**src/rtl/axi_pkg.sv**
```systemverilog
`default_nettype none
// ============================================================================
//  Module      : axi_pkg
//  Description : Shared AXI4 encodings, burst-master FSM states and the
//                beat-size helper used by the burst master and its bench.
//  Revision    : 1.0 - initial release
// ============================================================================
package axi_pkg;

    localparam logic [1:0] AXI_BURST_INCR  = 2'b01;

    localparam logic [1:0] AXI_RESP_OKAY   = 2'b00;
    localparam logic [1:0] AXI_RESP_EXOKAY = 2'b01;
    localparam logic [1:0] AXI_RESP_SLVERR = 2'b10;
    localparam logic [1:0] AXI_RESP_DECERR = 2'b11;

    typedef enum logic [2:0] {
        ST_IDLE = 3'd0,
        ST_AW   = 3'd1,
        ST_W    = 3'd2,
        ST_B    = 3'd3,
        ST_AR   = 3'd4,
        ST_R    = 3'd5,
        ST_DONE = 3'd6
    } state_t;

    // AxSIZE encoding for a full-width beat: log2 of the bytes per beat.
    function automatic logic [2:0] axi_size(input int data_width);
        return 3'($clog2(data_width / 8));
    endfunction

endpackage
`default_nettype wire

```
**src/rtl/axi_burst_master_if.sv**
```systemverilog
`default_nettype none
// ============================================================================
//  Module      : axi_burst_master_if
//  Description : AXI4 AW/W/B/AR/R bundle between the burst master and a
//                responder, with master and slave views.
//  Revision    : 1.0 - initial release
// ============================================================================
interface axi_burst_master_if #(
    parameter int DATA_WIDTH = 256,
    parameter int ADDR_WIDTH = 32,
    parameter int ID_WIDTH   = 4
);
    logic                    awvalid;
    logic                    awready;
    logic [ADDR_WIDTH-1:0]   awaddr;
    logic [7:0]              awlen;
    logic [2:0]              awsize;
    logic [1:0]              awburst;
    logic [ID_WIDTH-1:0]     awid;

    logic                    wvalid;
    logic                    wready;
    logic [DATA_WIDTH-1:0]   wdata;
    logic [DATA_WIDTH/8-1:0] wstrb;
    logic                    wlast;

    logic                    bvalid;
    logic                    bready;
    logic [1:0]              bresp;

    logic                    arvalid;
    logic                    arready;
    logic [ADDR_WIDTH-1:0]   araddr;
    logic [7:0]              arlen;
    logic [2:0]              arsize;
    logic [1:0]              arburst;
    logic [ID_WIDTH-1:0]     arid;

    logic                    rvalid;
    logic                    rready;
    logic [DATA_WIDTH-1:0]   rdata;
    logic [1:0]              rresp;
    logic                    rlast;

    modport master (
        output awvalid, awaddr, awlen, awsize, awburst, awid,
        input  awready,
        output wvalid, wdata, wstrb, wlast,
        input  wready,
        input  bvalid, bresp,
        output bready,
        output arvalid, araddr, arlen, arsize, arburst, arid,
        input  arready,
        input  rvalid, rdata, rresp, rlast,
        output rready
    );

    modport slave (
        input  awvalid, awaddr, awlen, awsize, awburst, awid,
        output awready,
        input  wvalid, wdata, wstrb, wlast,
        output wready,
        output bvalid, bresp,
        input  bready,
        input  arvalid, araddr, arlen, arsize, arburst, arid,
        output arready,
        output rvalid, rdata, rresp, rlast,
        input  rready
    );

endinterface
`default_nettype wire

```
**src/rtl/axi_beat_counter.sv**
```systemverilog
`default_nettype none
// ============================================================================
//  Module      : axi_beat_counter
//  Description : 8-bit data-beat counter with synchronous clear and a flag
//                raised while the count equals the burst length (beats-1).
//  Revision    : 1.0 - initial release
// ============================================================================
module axi_beat_counter (
    input  wire logic       clk,
    input  wire logic       rst,
    input  wire logic       clr,
    input  wire logic       en,
    input  wire logic [7:0] len,
    output logic            last
);

    logic [7:0] cnt;

    // Count accepted beats; clear wins so a new command always starts at zero.
    always_ff @(posedge clk or posedge rst) begin
        if (rst) begin
            cnt <= 8'd0;
        end else if (clr) begin
            cnt <= 8'd0;
        end else if (en) begin
            cnt <= cnt + 8'd1;
        end
    end

    assign last = (cnt == len);

endmodule
`default_nettype wire

```
**src/rtl/axi_burst_master.sv**
```systemverilog
`default_nettype none
// ============================================================================
//  Module      : axi_burst_master
//  Description : AXI4 initiator turning one command into a single INCR burst
//                on AW/W/B or AR/R; one transaction outstanding at a time.
//  Revision    : 1.0 - initial release
// ============================================================================
module axi_burst_master
    import axi_pkg::*;
#(
    parameter int DATA_WIDTH = 256,
    parameter int ADDR_WIDTH = 32,
    parameter int MAX_LEN    = 255
) (
    input  wire logic                  clk,
    input  wire logic                  rst,

    input  wire logic                  cmd_valid,
    output logic                       cmd_ready,
    input  wire logic                  cmd_write,
    input  wire logic [ADDR_WIDTH-1:0] cmd_addr,
    input  wire logic [7:0]            cmd_len,

    input  wire logic [DATA_WIDTH-1:0] wr_data,
    input  wire logic                  wr_valid,
    output logic                       wr_ready,

    output logic [DATA_WIDTH-1:0]      rd_data,
    output logic                       rd_valid,
    input  wire logic                  rd_ready,
    output logic                       rd_last,

    output logic                       done,
    output logic [1:0]                 done_resp,
    output logic                       done_err,

    axi_burst_master_if.master         axi
);

    localparam int BYTES    = DATA_WIDTH / 8;
    localparam int ADDR_LSB = $clog2(BYTES);

    state_t                state;
    logic [ADDR_WIDTH-1:0] addr_q;
    logic [7:0]            len_q;
    logic                  awvalid_q;
    logic                  arvalid_q;
    logic [1:0]            resp_acc;
    logic                  err_flag;

    logic                  accept;
    logic                  misaligned;
    logic                  too_long;
    logic                  crosses_4k;
    logic                  reject;
    logic [31:0]           burst_end;
    logic                  w_hs;
    logic                  r_hs;
    logic                  cnt_last;

    // Command legality is judged on the live command so a bad request goes
    // straight to DONE without ever touching the bus.
    assign accept     = cmd_valid && (state == ST_IDLE);
    assign burst_end  = 32'(cmd_addr[11:0]) + (32'(cmd_len) + 32'd1) * 32'(BYTES);
    assign misaligned = |cmd_addr[ADDR_LSB-1:0];
    assign too_long   = 32'(cmd_len) > 32'(MAX_LEN);
    assign crosses_4k = burst_end > 32'd4096;
    assign reject     = misaligned || too_long || crosses_4k;

    // Address channels present the registered command.
    assign axi.awvalid = awvalid_q;
    assign axi.awaddr  = addr_q;
    assign axi.awlen   = len_q;
    assign axi.awsize  = axi_size(DATA_WIDTH);
    assign axi.awburst = AXI_BURST_INCR;
    assign axi.awid    = '0;

    assign axi.arvalid = arvalid_q;
    assign axi.araddr  = addr_q;
    assign axi.arlen   = len_q;
    assign axi.arsize  = axi_size(DATA_WIDTH);
    assign axi.arburst = AXI_BURST_INCR;
    assign axi.arid    = '0;

    // Payload streams are passed through only while their data phase is active,
    // which also keeps W quiet until the AW handshake has happened.
    assign axi.wvalid  = (state == ST_W) && wr_valid;
    assign axi.wdata   = wr_data;
    assign axi.wstrb   = '1;
    assign axi.wlast   = (state == ST_W) && cnt_last;
    assign wr_ready    = (state == ST_W) && axi.wready;

    assign axi.bready  = (state == ST_B);

    assign axi.rready  = (state == ST_R) && rd_ready;
    assign rd_valid    = (state == ST_R) && axi.rvalid;
    assign rd_data     = axi.rdata;
    assign rd_last     = (state == ST_R) && axi.rlast;

    assign cmd_ready   = (state == ST_IDLE);
    assign done        = (state == ST_DONE);
    assign done_resp   = resp_acc;
    assign done_err    = err_flag;

    assign w_hs = axi.wvalid && axi.wready;
    assign r_hs = axi.rvalid && axi.rready;

    axi_beat_counter u_beat_counter (
        .clk  (clk),
        .rst  (rst),
        .clr  (accept),
        .en   (w_hs || r_hs),
        .len  (len_q),
        .last (cnt_last)
    );

    // Burst sequencing: command acceptance, address phase, data phase,
    // response capture and the one-cycle completion state.
    always_ff @(posedge clk or posedge rst) begin
        if (rst) begin
            state     <= ST_IDLE;
            addr_q    <= '0;
            len_q     <= 8'd0;
            awvalid_q <= 1'b0;
            arvalid_q <= 1'b0;
            resp_acc  <= AXI_RESP_OKAY;
            err_flag  <= 1'b0;
        end else begin
            case (state)
                ST_IDLE: begin
                    if (cmd_valid) begin
                        addr_q   <= cmd_addr;
                        len_q    <= cmd_len;
                        resp_acc <= AXI_RESP_OKAY;
                        err_flag <= 1'b0;
                        if (reject) begin
                            resp_acc <= AXI_RESP_DECERR;
                            err_flag <= 1'b1;
                            state    <= ST_DONE;
                        end else if (cmd_write) begin
                            awvalid_q <= 1'b1;
                            state     <= ST_AW;
                        end else begin
                            arvalid_q <= 1'b1;
                            state     <= ST_AR;
                        end
                    end
                end
                ST_AW: begin
                    if (axi.awready) begin
                        awvalid_q <= 1'b0;
                        state     <= ST_W;
                    end
                end
                ST_W: begin
                    if (w_hs && cnt_last) begin
                        state <= ST_B;
                    end
                end
                ST_B: begin
                    if (axi.bvalid) begin
                        resp_acc <= axi.bresp;
                        state    <= ST_DONE;
                    end
                end
                ST_AR: begin
                    if (axi.arready) begin
                        arvalid_q <= 1'b0;
                        state     <= ST_R;
                    end
                end
                ST_R: begin
                    if (r_hs) begin
                        if (axi.rresp > resp_acc) begin
                            resp_acc <= axi.rresp;
                        end
                        if (axi.rlast) begin
                            // rlast must land exactly on the final counted beat
                            if (!cnt_last) begin
                                err_flag <= 1'b1;
                            end
                            state <= ST_DONE;
                        end else if (cnt_last) begin
                            // responder overran the burst: flag it and keep draining
                            err_flag <= 1'b1;
                        end
                    end
                end
                ST_DONE: begin
                    state <= ST_IDLE;
                end
                default: begin
                    state <= ST_IDLE;
                end
            endcase
        end
    end

endmodule
`default_nettype wire

```
**src/flat_wrapper.sv**
```systemverilog
// flat-port wrapper written by rule: the top's interface ports become plain ports
module axi_burst_master_flat import axi_pkg::*;
#(
    parameter int DATA_WIDTH = 256,
    parameter int ADDR_WIDTH = 32,
    parameter int MAX_LEN    = 255
)
  (clk, rst, cmd_valid, cmd_ready, cmd_write, cmd_addr, cmd_len, wr_data, wr_valid, wr_ready, rd_data, rd_valid, rd_ready, rd_last, done, done_resp, done_err, axi_awvalid, axi_awaddr, axi_awlen, axi_awsize, axi_awburst, axi_awid, axi_awready, axi_wvalid, axi_wdata, axi_wstrb, axi_wlast, axi_wready, axi_bvalid, axi_bresp, axi_bready, axi_arvalid, axi_araddr, axi_arlen, axi_arsize, axi_arburst, axi_arid, axi_arready, axi_rvalid, axi_rdata, axi_rresp, axi_rlast, axi_rready);
  axi_burst_master_if #(.DATA_WIDTH(DATA_WIDTH), .ADDR_WIDTH(ADDR_WIDTH)) axi_i ();
  input  wire logic clk;
  input  wire logic rst;
  input  wire logic cmd_valid;
  output logic cmd_ready;
  input  wire logic cmd_write;
  input  wire logic [ADDR_WIDTH-1:0] cmd_addr;
  input  wire logic [7:0] cmd_len;
  input  wire logic [DATA_WIDTH-1:0] wr_data;
  input  wire logic wr_valid;
  output logic wr_ready;
  output logic [DATA_WIDTH-1:0] rd_data;
  output logic rd_valid;
  input  wire logic rd_ready;
  output logic rd_last;
  output logic done;
  output logic [1:0] done_resp;
  output logic done_err;
  output wire logic [$bits(axi_i.awvalid)-1:0] axi_awvalid;
  output wire logic [$bits(axi_i.awaddr)-1:0] axi_awaddr;
  output wire logic [$bits(axi_i.awlen)-1:0] axi_awlen;
  output wire logic [$bits(axi_i.awsize)-1:0] axi_awsize;
  output wire logic [$bits(axi_i.awburst)-1:0] axi_awburst;
  output wire logic [$bits(axi_i.awid)-1:0] axi_awid;
  input wire logic [$bits(axi_i.awready)-1:0] axi_awready;
  output wire logic [$bits(axi_i.wvalid)-1:0] axi_wvalid;
  output wire logic [$bits(axi_i.wdata)-1:0] axi_wdata;
  output wire logic [$bits(axi_i.wstrb)-1:0] axi_wstrb;
  output wire logic [$bits(axi_i.wlast)-1:0] axi_wlast;
  input wire logic [$bits(axi_i.wready)-1:0] axi_wready;
  input wire logic [$bits(axi_i.bvalid)-1:0] axi_bvalid;
  input wire logic [$bits(axi_i.bresp)-1:0] axi_bresp;
  output wire logic [$bits(axi_i.bready)-1:0] axi_bready;
  output wire logic [$bits(axi_i.arvalid)-1:0] axi_arvalid;
  output wire logic [$bits(axi_i.araddr)-1:0] axi_araddr;
  output wire logic [$bits(axi_i.arlen)-1:0] axi_arlen;
  output wire logic [$bits(axi_i.arsize)-1:0] axi_arsize;
  output wire logic [$bits(axi_i.arburst)-1:0] axi_arburst;
  output wire logic [$bits(axi_i.arid)-1:0] axi_arid;
  input wire logic [$bits(axi_i.arready)-1:0] axi_arready;
  input wire logic [$bits(axi_i.rvalid)-1:0] axi_rvalid;
  input wire logic [$bits(axi_i.rdata)-1:0] axi_rdata;
  input wire logic [$bits(axi_i.rresp)-1:0] axi_rresp;
  input wire logic [$bits(axi_i.rlast)-1:0] axi_rlast;
  output wire logic [$bits(axi_i.rready)-1:0] axi_rready;
  assign axi_awvalid = axi_i.awvalid;
  assign axi_awaddr = axi_i.awaddr;
  assign axi_awlen = axi_i.awlen;
  assign axi_awsize = axi_i.awsize;
  assign axi_awburst = axi_i.awburst;
  assign axi_awid = axi_i.awid;
  assign axi_i.awready = axi_awready;
  assign axi_wvalid = axi_i.wvalid;
  assign axi_wdata = axi_i.wdata;
  assign axi_wstrb = axi_i.wstrb;
  assign axi_wlast = axi_i.wlast;
  assign axi_i.wready = axi_wready;
  assign axi_i.bvalid = axi_bvalid;
  assign axi_i.bresp = axi_bresp;
  assign axi_bready = axi_i.bready;
  assign axi_arvalid = axi_i.arvalid;
  assign axi_araddr = axi_i.araddr;
  assign axi_arlen = axi_i.arlen;
  assign axi_arsize = axi_i.arsize;
  assign axi_arburst = axi_i.arburst;
  assign axi_arid = axi_i.arid;
  assign axi_i.arready = axi_arready;
  assign axi_i.rvalid = axi_rvalid;
  assign axi_i.rdata = axi_rdata;
  assign axi_i.rresp = axi_rresp;
  assign axi_i.rlast = axi_rlast;
  assign axi_rready = axi_i.rready;
  axi_burst_master #(.DATA_WIDTH(DATA_WIDTH), .ADDR_WIDTH(ADDR_WIDTH), .MAX_LEN(MAX_LEN)) u_core (.clk(clk), .rst(rst), .cmd_valid(cmd_valid), .cmd_ready(cmd_ready), .cmd_write(cmd_write), .cmd_addr(cmd_addr), .cmd_len(cmd_len), .wr_data(wr_data), .wr_valid(wr_valid), .wr_ready(wr_ready), .rd_data(rd_data), .rd_valid(rd_valid), .rd_ready(rd_ready), .rd_last(rd_last), .done(done), .done_resp(done_resp), .done_err(done_err), .axi(axi_i));
endmodule
```
**config.mk**
```make
export PLATFORM = sky130hd
export DESIGN_NAME = axi_burst_master_flat
export DESIGN_NICKNAME = d
export VERILOG_FILES = /design/src/rtl/axi_pkg.sv /design/src/rtl/axi_burst_master_if.sv /design/src/rtl/axi_beat_counter.sv /design/src/rtl/axi_burst_master.sv /design/src/flat_wrapper.sv
export SDC_FILE = /design/constraint.sdc
export NUM_CORES = 1
export LEC_CHECK = 0
export ABC_AREA = 1
export CORE_AREA = 3 3 471 473
export DETAILED_ROUTE_END_ITERATION = 10
export DIE_AREA = 0 0 474 476
export PLACE_DENSITY = 0.3
export SLEW_MARGIN = 10
export SYNTH_ARGS = -nofsm -noshare
export SYNTH_HDL_FRONTEND = slang
export SYNTH_SLANG_ARGS = --single-unit
```
**constraint.sdc**
```tcl
create_clock -name clk -period 4.96 [get_ports clk]
set_clock_uncertainty 0.05 [all_clocks]
set_input_delay 0.496 -clock clk [delete_from_list [all_inputs] [get_ports clk]]
set_output_delay 0.496 -clock clk [all_outputs]
set_load 0.1 [all_outputs]
```
==> Yosys cells after proc, flatten, opt, wreduce, memory -nomap -nowiden <==
Cells that the tools add are included.
{ "totals": {"reg_bits": 56, "output_inout_bits": 656} }
{ "op_classes": {"add_sub_neg": 3, "magnitude_cmp": 2, "eq_ne": 20, "mux": 35, "n_reduce_logical": 25} }
{ "ops": {"columns": ["cell", "count"], "rows": [
  ["adder 12 x 32 -> 32 bit", 1],
  ["> comparator 32 x 13 -> 1 bit (second input constant)", 1],
  ["2-to-1 mux 3 bit", 9],
  ["AND reduction 5 bit", 4],
  ["inequality test 2 bit (second input constant)", 9],
  ["one-hot mux 3 bit (6 select lines)", 1],
  ["2-to-1 mux 8 bit", 2],
  ["2-to-1 mux 1 bit", 14],
  ["logical AND 1 bit", 10],
  ["2-to-1 mux 2 bit", 5],
  ["adder 8 x 1 -> 9 bit (second input constant)", 1],
  ["equality test 3 bit (second input constant)", 3],
  ["adder 8 x 1 -> 8 bit (second input constant)", 1],
  ["equality test 8 bit", 1],
  ["nonzero test 2 bit", 4],
  ["AND reduction 7 bit", 1],
  ["equality test 3 x 2 -> 1 bit (second input constant)", 2],
  ["one-hot mux 1 bit (2 select lines)", 3],
  ["one-hot mux 2 bit (3 select lines)", 1],
  ["OR reduction 5 bit", 1],
  ["inequality test 2 x 1 -> 1 bit (second input constant)", 2],
  ["equality test 3 x 1 -> 1 bit (second input constant)", 1],
  ["logical NOT 3 bit", 1],
  ["inequality test 3 x 2 -> 1 bit (second input constant)", 1],
  ["5 further kinds", 6]
]} }

==> Depth between registers and ports, before layout <==
Gate-level depths: netlist of the first run.
{ "logic_depth": {"depth_word": 7, "ltp_mapped": 20, "ltp_nobuf": 20} }

==> Modules after synthesis <==
A second synthesis of the first run with hierarchy kept.
{ "hier_totals": {"hier_cells": 1064, "hier_area_um2": 7838.8} }
{ "by_module_without_submodules": {"columns": ["mod", "n_inst", "cells_per_inst", "area_each_um2", "seq_area_each_um2"], "rows": [
  ["axi_burst_master", 1, 986, 7278.2, 1201.2],
  ["axi_beat_counter", 1, 78, 560.5, 200.2]
]} }

==> Worst setup path after synthesis of the first run <==
No wires, ideal clock.
{ "synth_timing": {"path_kind": "reg2out", "startpoint": "register u_core.len_q[5], in the netlist u_core.axi.arlen[5]", "endpoint": "output port axi_wlast", "t_arrival_ps": 2671, "t_required_ps": 4414, "setup_slack_ps": 1743, "path_stages_with_launch": 6, "cell_sequence": "dfrtp_1 > xnor2_1 > nand2_1 > nor2_1 > nand2_1 > nor2_1"} }
{ "synth_via": {"elab_chain_cells": 2} }
{ "synth_lines": {"columns": ["item", "line", "text"], "rows": [
  ["start, declared", "axi_burst_master.sv:45", "logic [7:0] len_q;"],
  ["start signal, assigned", "axi_burst_master.sv:133", "len_q <= cmd_len;"],
  ["equality test 8 bit", "axi_beat_counter.sv:30", "assign last = (cnt == len);"],
  ["logical AND 1 bit", "axi_burst_master.sv:90", "assign axi.wlast = (state == ST_W) && cnt_last;"],
  ["end, declared", "flat_wrapper.sv:37", "output wire logic [$bits(axi_i.wlast)-1:0] axi_wlast;"]
]} }
No other way between the ends.

==> Worst setup path after layout of the first run <==
{ "layout_timing": {"startpoint": "register u_core.state[2]", "endpoint": "output port wr_ready"} }
{ "layout_via": {"elab_chain_cells": 2} }
{ "layout_lines": {"columns": ["item", "line", "text"], "rows": [
  ["start, declared", "axi_burst_master.sv:43", "state_t state;"],
  ["start signal, assigned", "axi_burst_master.sv:121", "state <= ST_IDLE;"],
  ["start signal, assigned", "axi_burst_master.sv:139", "state <= ST_DONE;"],
  ["start signal, assigned", "axi_burst_master.sv:142", "state <= ST_AW;"],
  ["equality test 3 x 2 -> 1 bit", "axi_burst_master.sv:91", "assign wr_ready = (state == ST_W) && axi.wready;"],
  ["logical AND 1 bit", "axi_burst_master.sv:91", null],
  ["end, declared", "flat_wrapper.sv:19", "output logic wr_ready;"]
]} }
No other way between the ends.

==> key figures, run 1 <==
Status
  • Outcome: complete, no violations

Logic synthesis
  • Post-synth ARST share: 100.0%
  • Synth Area in Simple Gates: about 14%
  • Number of synthesized flops with an enable pin: 0
  • #FFs+latches synth: 56
  • Post-Synth XOR/XNOR Area: 1.470%
  • Mapped Cells: 1046
  • Main synth FF type: dfrtp_1
  • Synth warnings: 0
  • Synthesized area per cell: about 7.4 sq um
  • Adder and majority gate portion of the synthesized area: under 10%
  • Largest family of logic cells by synthesized area: buffers and inverters
  • Synth Area in Compound Gates: roughly 2.4%
  • Seq/Total Area, Yosys: between 15 and 20%
  • Mux share of post-synthesis cell area: 0%
  • Cell variety after synth: 33
  • Syn Std Cell Area: 0.007745 sq mm

Die
  • Starting Density: 3.563%
  • Die width: roughly 470 microns
  • CORE AREA: around 0.22 sq mm
  • Die ar.: 0.2256 sq mm
  • Top-level I/O count: approximately 1200
  • Row count: 171
  • Die Height: between 400 and 500 microns

Hold path
  • Hold Crit Start: u_core.u_beat_counter.cnt[7]
  • Worst hold path class: register to register
  • WHS Endpoint: u_core.u_beat_counter.cnt[7]
  • Hold path depth: 1

Route
  • Via count: between 4000 and 5000
  • DRT antenna net count: 0
  • Vias per cell: 1.364
  • Drt wl/cell: a little under 40 microns
  • Drt drc: 0
  • Initial detailed-routing violation count: about 190
  • Pre-Repair DR Iteration Count: 4
  • Post-Route WL: 137300 microns

STA
  • Total Neg Setup Slack: 0 ns
  • Final critical-path required period: 3.374 ns
  • RSZ-0062 raised after global routing: false
  • Period utilisation layout: slightly below 70%
  • Count of final setup violators: 0
  • Achievable frequency: around 300 MHz
  • Final Max Tran Viols: 0
  • Worst slew pin tran: ~1.1 ns
  • Fin. Hold Viols: 0
  • Max_slew headroom: 28.71%

Critical path
  • Worst Path Required: about 4.4 ns
  • Crit path launch type: register
  • R2R cell count: 8
  • Critical-path top delay cell: clkdlybuf4s50_1
  • Type of destination of the critical path: output port
  • Reg2reg end: u_core.axi.araddr[6]
  • CP max stage delay: ~1.2 ns
  • RR Startpoint: u_core.state[0]
  • Crit-path max FO: 6
  • Arr. time, crit path: about 2.8 ns
  • Internal reg-to-reg setup slack: approximately 2.4 ns
  • Critical path, cell by cell: inv_2, nand2_1, nor2_2, inv_1, nor2_1, clkdlybuf4s50_1
  • Worst setup path class: register to output port

Clocking
  • Clock transition at path regs: 0.10 ns
  • Setup bufs post-CTS: 0
  • Clock Latency Late Sink: roughly 0.36 ns
  • Post-CTS Hold Buffers: 0
  • Post_cts resized: 0
  • Root Driver: clkbuf_16
  • CTS Buf Count: 5
  • CTS tree: done
  • Clock Sinks: 56
  • H-tree lvl count: 2
  • Clock Path Buffers: 2

Cells and area
  • Area grow syn2layout: 10.57%
  • Fin nets: between 1000 and 1500
  • Share of layout cells above drive strength 1: 8.865%
  • Final design utilization: slightly below 4%
  • Most frequent cells in the layout: nand2_1, clkdlybuf4s50_1, dfrtp_1
  • Most common cell after layout, fill and taps aside: nand2_1

Power
  • Pleak: ~2.6 nW
  • Power per cell area: roughly 660 mW/mm^2
  • VDD IR max: about 0.45 mV

Global routing
  • GRT Residual Overflow: 0
  • Met1 Use GR: 3.735%
  • GRT met2 Usage: between 10% and 20%
  • Gr busiest metal: met3
  • Initial antenna violation count: 22
  • Vias in the first global route: roughly 4500
  • GRT Overall Usage: 11.67%
  • Largest net degree at the start of global routing: between 40 and 50
  • First-pass GRT wire length: about 150000 microns
  • GR Layer Usage met3: 22.35%

Placed design
  • Port bufs: roughly 150
  • Routability Congestion: 0.7333
  • Dpl hpwl: around 130000 microns

Run
  • Max-Cap Viols: 0
==> per-stage QoR <==
step                      total power (W)  hold slack, ns  area (sq um)  cells  worst slack [ns]
after floorplan                  0.006180          0.4098          7925   1094             1.743
after global placement           0.005265          0.4265          8394   3489             1.552
after detailed placement         0.005257          0.4418          8394   3489             1.511
after CTS                        0.005803          0.4657          8546   3497             1.587
after global routing             0.005921          0.4854          8551   3499             1.465
final                            0.005626          0.4632          8563   3504             1.586
==> worst max-delay path by stage <==
stage / from / end / slack [ns] / cells after the start
after CTS: u_core.state[2] / wr_ready / 1.59 / 6
final: u_core.state[2] / wr_ready / 1.59 / 6
after detailed placement: cmd_len[0] / u_core.axi.awvalid / 1.51 / 19
after global routing: u_core.state[2] / wr_ready / 1.46 / 6
after floorplan: u_core.axi.arlen[5] / axi_wlast / 1.74 / 5
after global placement: cmd_len[4] / u_core.axi.awvalid / 1.55 / 17
==> flip-flops by register name (all words and copies together), names as in the netlist <==
| register | flops |
|---|---|
| u_core.axi.arlen | 8 |
| u_core.done_err | 1 |
| u_core.axi.arvalid | 1 |
| u_core.axi.awvalid | 1 |
| u_core.state | 3 |
| u_core.u_beat_counter.cnt | 8 |
| u_core.done_resp | 2 |
| u_core.axi.araddr | 32 |
==> critical path: cells and delay by family, from the launching register on <==
kind          cells  cell delay (ns)
buf+inv           3             1.42
flops             1             0.48
simple gates      3             0.57
==> cells in the mapped netlist, drive strengths merged (5+ instances only) <==
master	count	area [sq um]
buf	607	4549
nand2	190	718.2
dfrtp	56	1401
inv	52	195.2
nor2	41	178.9
nand3	21	110.1
o21ai	15	75.07
a21oi	14	73.82
ha	12	150.1
xnor2	9	78.83
nor3	6	35.03
nand4	5	37.53
==> metal layers <==
metal	vias up	part of all wire, %
li1	1733	-
met1	1780	11
met2	1002	44
met3	241	41
met4	22	3.2
met5	-	0.39
==> power by group <==
group	switching [W]	leakage (nW)	internal [W]	total, W
logic	0.00339	1.86	0.000774	0.00416
registers	0.000341	0.698	0.000644	0.000985
clock network	0.000283	0.0744	0.000195	0.000478
==> cell families (layout without fill, tap and decap cells) <==
| group | Yosys count | in the layout |
|---|---|---|
| buf+inv | 663 | 212 |
| fa+ha+maj | 13 | 13 |
| simple gates | 266 | 266 |
| xor+xnor | 13 | 13 |
| compound gates | 33 | 33 |
| other cells | 2 | 57 |
| flops | 56 | 56 |
==> layout make-up <==
type / instances / area, sq um
fill: 25890 / 208800
inverter: 52 / 196.4
clock buffer: 5 / 125.1
timing repair buffer: 152 / 1456
clock inverter: 3 / 26.28
antenna: 7 / 17.52
multi-input combinational: 375 / 1769
tap: 2854 / 3571
sequential: 56 / 1401
(Power assumes the default switching activity.)
==> run 2, diff against run 1 <==
==> constraint.sdc (replaced) <==
create_clock -name clk -period 2.8 [get_ports clk]
set_clock_uncertainty 0.05 [all_clocks]
set_input_delay 0.28 -clock clk [delete_from_list [all_inputs] [get_ports clk]]
set_output_delay 0.28 -clock clk [all_outputs]
set_load 0.1 [all_outputs]
==> run 2 against run 1 <==
Routed wire length rose by 4.5%. Combinational power rose by 76%. Register-to-register slack got worse by 1.9 ns. Die area did not move. First-iteration DRC count rose by 25%. Largest cell class unchanged. Highest routed layer unchanged.
==> key figures, run 2 (synthesis gave the netlist of run 1 again) <==
Critical path
  • Arr. time, crit path: about 2.7 ns
  • Type of destination of the critical path: register
  • Crit-path max FO: 5
  • Crit path launch type: input pin
  • Worst Path Required: 3.00 ns
  • Worst setup path class: input pin to register

STA
  • Period utilisation layout: about nine tenths
  • Count of final setup violators: 0
  • Final Max Tran Viols: 0
  • Achievable frequency: 393.0 MHz
  • Fin. Hold Viols: 0
  • Post-route setup slack: ~0.26 ns
  • Fin Hold WS: 0.2259 ns
  • Total Neg Setup Slack: 0 ns
  • Max_slew headroom: between 50% and 60%
  • Final critical-path required period: between 2 and 3 ns
  • Worst slew pin tran: roughly 0.63 ns

Cells and area
  • Most common cell after layout, fill and taps aside: nand2_1
  • Area grow syn2layout: 11.68%
  • Register area: 0.001401 sq mm
  • Final instance area: 0.008650 sq mm
  • Fin nets: ~1200
  • Max FFs per register: 32
  • Fill cells: approximately 26000
  • Share of layout cells above drive strength 1: a little under a quarter
  • Multi-input logic area: ~0.0018 sq mm
  • Most frequent cells in the layout: nand2_1, buf_4, dfrtp_1

Clocking
  • Clock Path Buffers: 2
  • Clock Sinks: 56
  • Root Driver: clkbuf_16
  • Clock Latency Late Sink: 0.35 ns
  • H-tree lvl count: 2
  • Clock transition at path regs: 0.10 ns
  • CTS tree: done
  • CTS Buf Count: 5

Placed design
  • Port bufs: 149
  • Dpl hpwl: approximately 140000 microns
  • Placed Area: around 0.0084 sq mm
  • Routability Congestion: between 0.7 and 0.8
  • Post-place setup slack: -0.6410 ns

Route
  • DRT antenna net count: 0
  • Drt wl/cell: slightly above 40 microns
  • Initial detailed-routing violation count: roughly 240
  • Post-Route WL: 143500 microns
  • Vias per cell: 1.392
  • Drt drc: 0
  • Via count: just under 5000
  • Pre-Repair DR Iteration Count: 4

Power
  • Combinational power share: between 70% and 80%
  • Power per cell area: between 1000 and 1500 mW/mm^2
  • Switching Fraction: 71.52%
  • Sequential power share: ~17%
  • Power Total: between 0.009 and 0.01 W
  • Pleak: around 2.8 nW
  • Clock Power Share: under 10%
  • Pint: around 0.0028 W
  • VDD IR max: 0.9839 mV
  • Net Sw Power: roughly 0.0070 W

Global routing
  • First-pass GRT wire length: 153900 microns
  • Largest net degree at the start of global routing: 39
  • GRT Residual Overflow: 0
  • Initial antenna violation count: 29
  • Vias in the first global route: 4609
  • GRT Overall Usage: ~12%

Status
  • Outcome: complete, no violations

Die
  • Die ar.: 0.2256 sq mm
  • Row count: about 170
  • Die Height: 476 microns
  • CORE AREA: 0.2174 sq mm
  • Starting Density: under 10%
  • Top-level I/O count: ~1200
  • Die width: between 400 and 500 microns

Run
  • Max-Cap Viols: 0

Hold path
  • Worst hold path class: input pin to async pin
-- run 2: cell types whose count changed in the layout (fill, tap and decap cells not counted), moves of 2 or more --
cell / before / now
buf_12: 0 / 4
nor2_2: 3 / 5
diode_2: 7 / 4
nand3_1: 20 / 18
clkdlybuf4s50_1: 126 / 54
buf_4: 26 / 114
clkinv_4: 2 / 0
nor2_1: 35 / 32
-- run 2: path summary, 6_finish.rpt --
| path | endpoint | depth (start not counted) | start | slack (ns) |
|---|---|---|---|---|
| worst min register to register | u_core.u_beat_counter.cnt[7] | 1 | u_core.u_beat_counter.cnt[7] | 0.45 |
| max in group asynchronous | u_core.axi.araddr[17] | 3 | rst | 1.83 |
| worst max register to register | u_core.axi.araddr[12] | 8 | u_core.state[0] | 0.44 |
| worst max-delay path | u_core.done_resp[0] | 19 | cmd_len[0] | 0.26 |
| worst min-delay path | u_core.axi.araddr[19] | 2 | rst | 0.23 |
| min in group clk | u_core.axi.arlen[1] | 3 | cmd_len[1] | 0.38 |
-- run 2: critical path: stages --
cell and delay [ns]:
clkdlybuf4s50_1 0.48, buf_4 0.12, nand3_2 0.09, nor2_2 0.17, xor2_1 0.18, ha_1 0.31
nand2_1 0.09, inv_1 0.05, nand3_1 0.10, nand3_1 0.08, nand2_1 0.09, nand2_1 0.07
nand2_1 0.06, nand2_1 0.04, nand2_1 0.10, nand3_4 0.13, buf_4 0.16, nand2_1 0.07
a21oi_1 0.07
-- run 2: repair_timing --
item | 4_1_cts | 5_1_grt
setup endpoints to repair | 8 | 8
hold buffers | 0 | 0
resized for setup | 3 | 9
pin swaps | 0 | 3
setup buffers | 0 | 0
-- run 2: metal layers --
| layer | share of wire (%) | vias to the layer above | global-route usage, % |
|---|---|---|---|
| li1 | - | 1760 | - |
| met1 | 10 | 1831 | 3.664 |
| met2 | 47 | 1025 | 20.33 |
| met3 | 39 | 267 | 21.77 |
| met4 | 4.2 | 20 | 4.617 |
| met5 | 0.10 | - | 0.1919 |
-- run 2: final cells by class --
| class | instances | share of cell area (%) |
|---|---|---|
| antenna | 4 | 0.1157 |
| clock buffer | 5 | 1.447 |
| clock inverter | 3 | 0.2893 |
| inverter | 52 | 2.271 |
| multi-input combinational | 375 | 21.22 |
| sequential | 56 | 16.20 |
| tap | 2854 | 41.28 |
| timing repair buffer | 173 | 17.17 |
-- run 2: power by group through the flow --
| stage | clock network [W] | registers, W | logic [W] |
|---|---|---|---|
| 3_3_place_gp | 0 | 0.00165 | 0.00741 |
| 2_1_floorplan | 0 | 0.00357 | 0.00739 |
| 5_1_grt | 0.000889 | 0.00168 | 0.00765 |
| 6_report | 0.000806 | 0.00161 | 0.00731 |
| 3_5_place_dp | 0 | 0.00166 | 0.00740 |
| 4_1_cts | 0.000880 | 0.00165 | 0.00742 |
-- run 2: metrics by stage --
stage / util [%] / cells
after global routing: 3.977 / 3520
after CTS: 3.952 / 3518
after floorplan: - / 1094
after detailed placement: 3.880 / 3510
after global placement: 3.880 / 3510
final: 3.979 / 3522
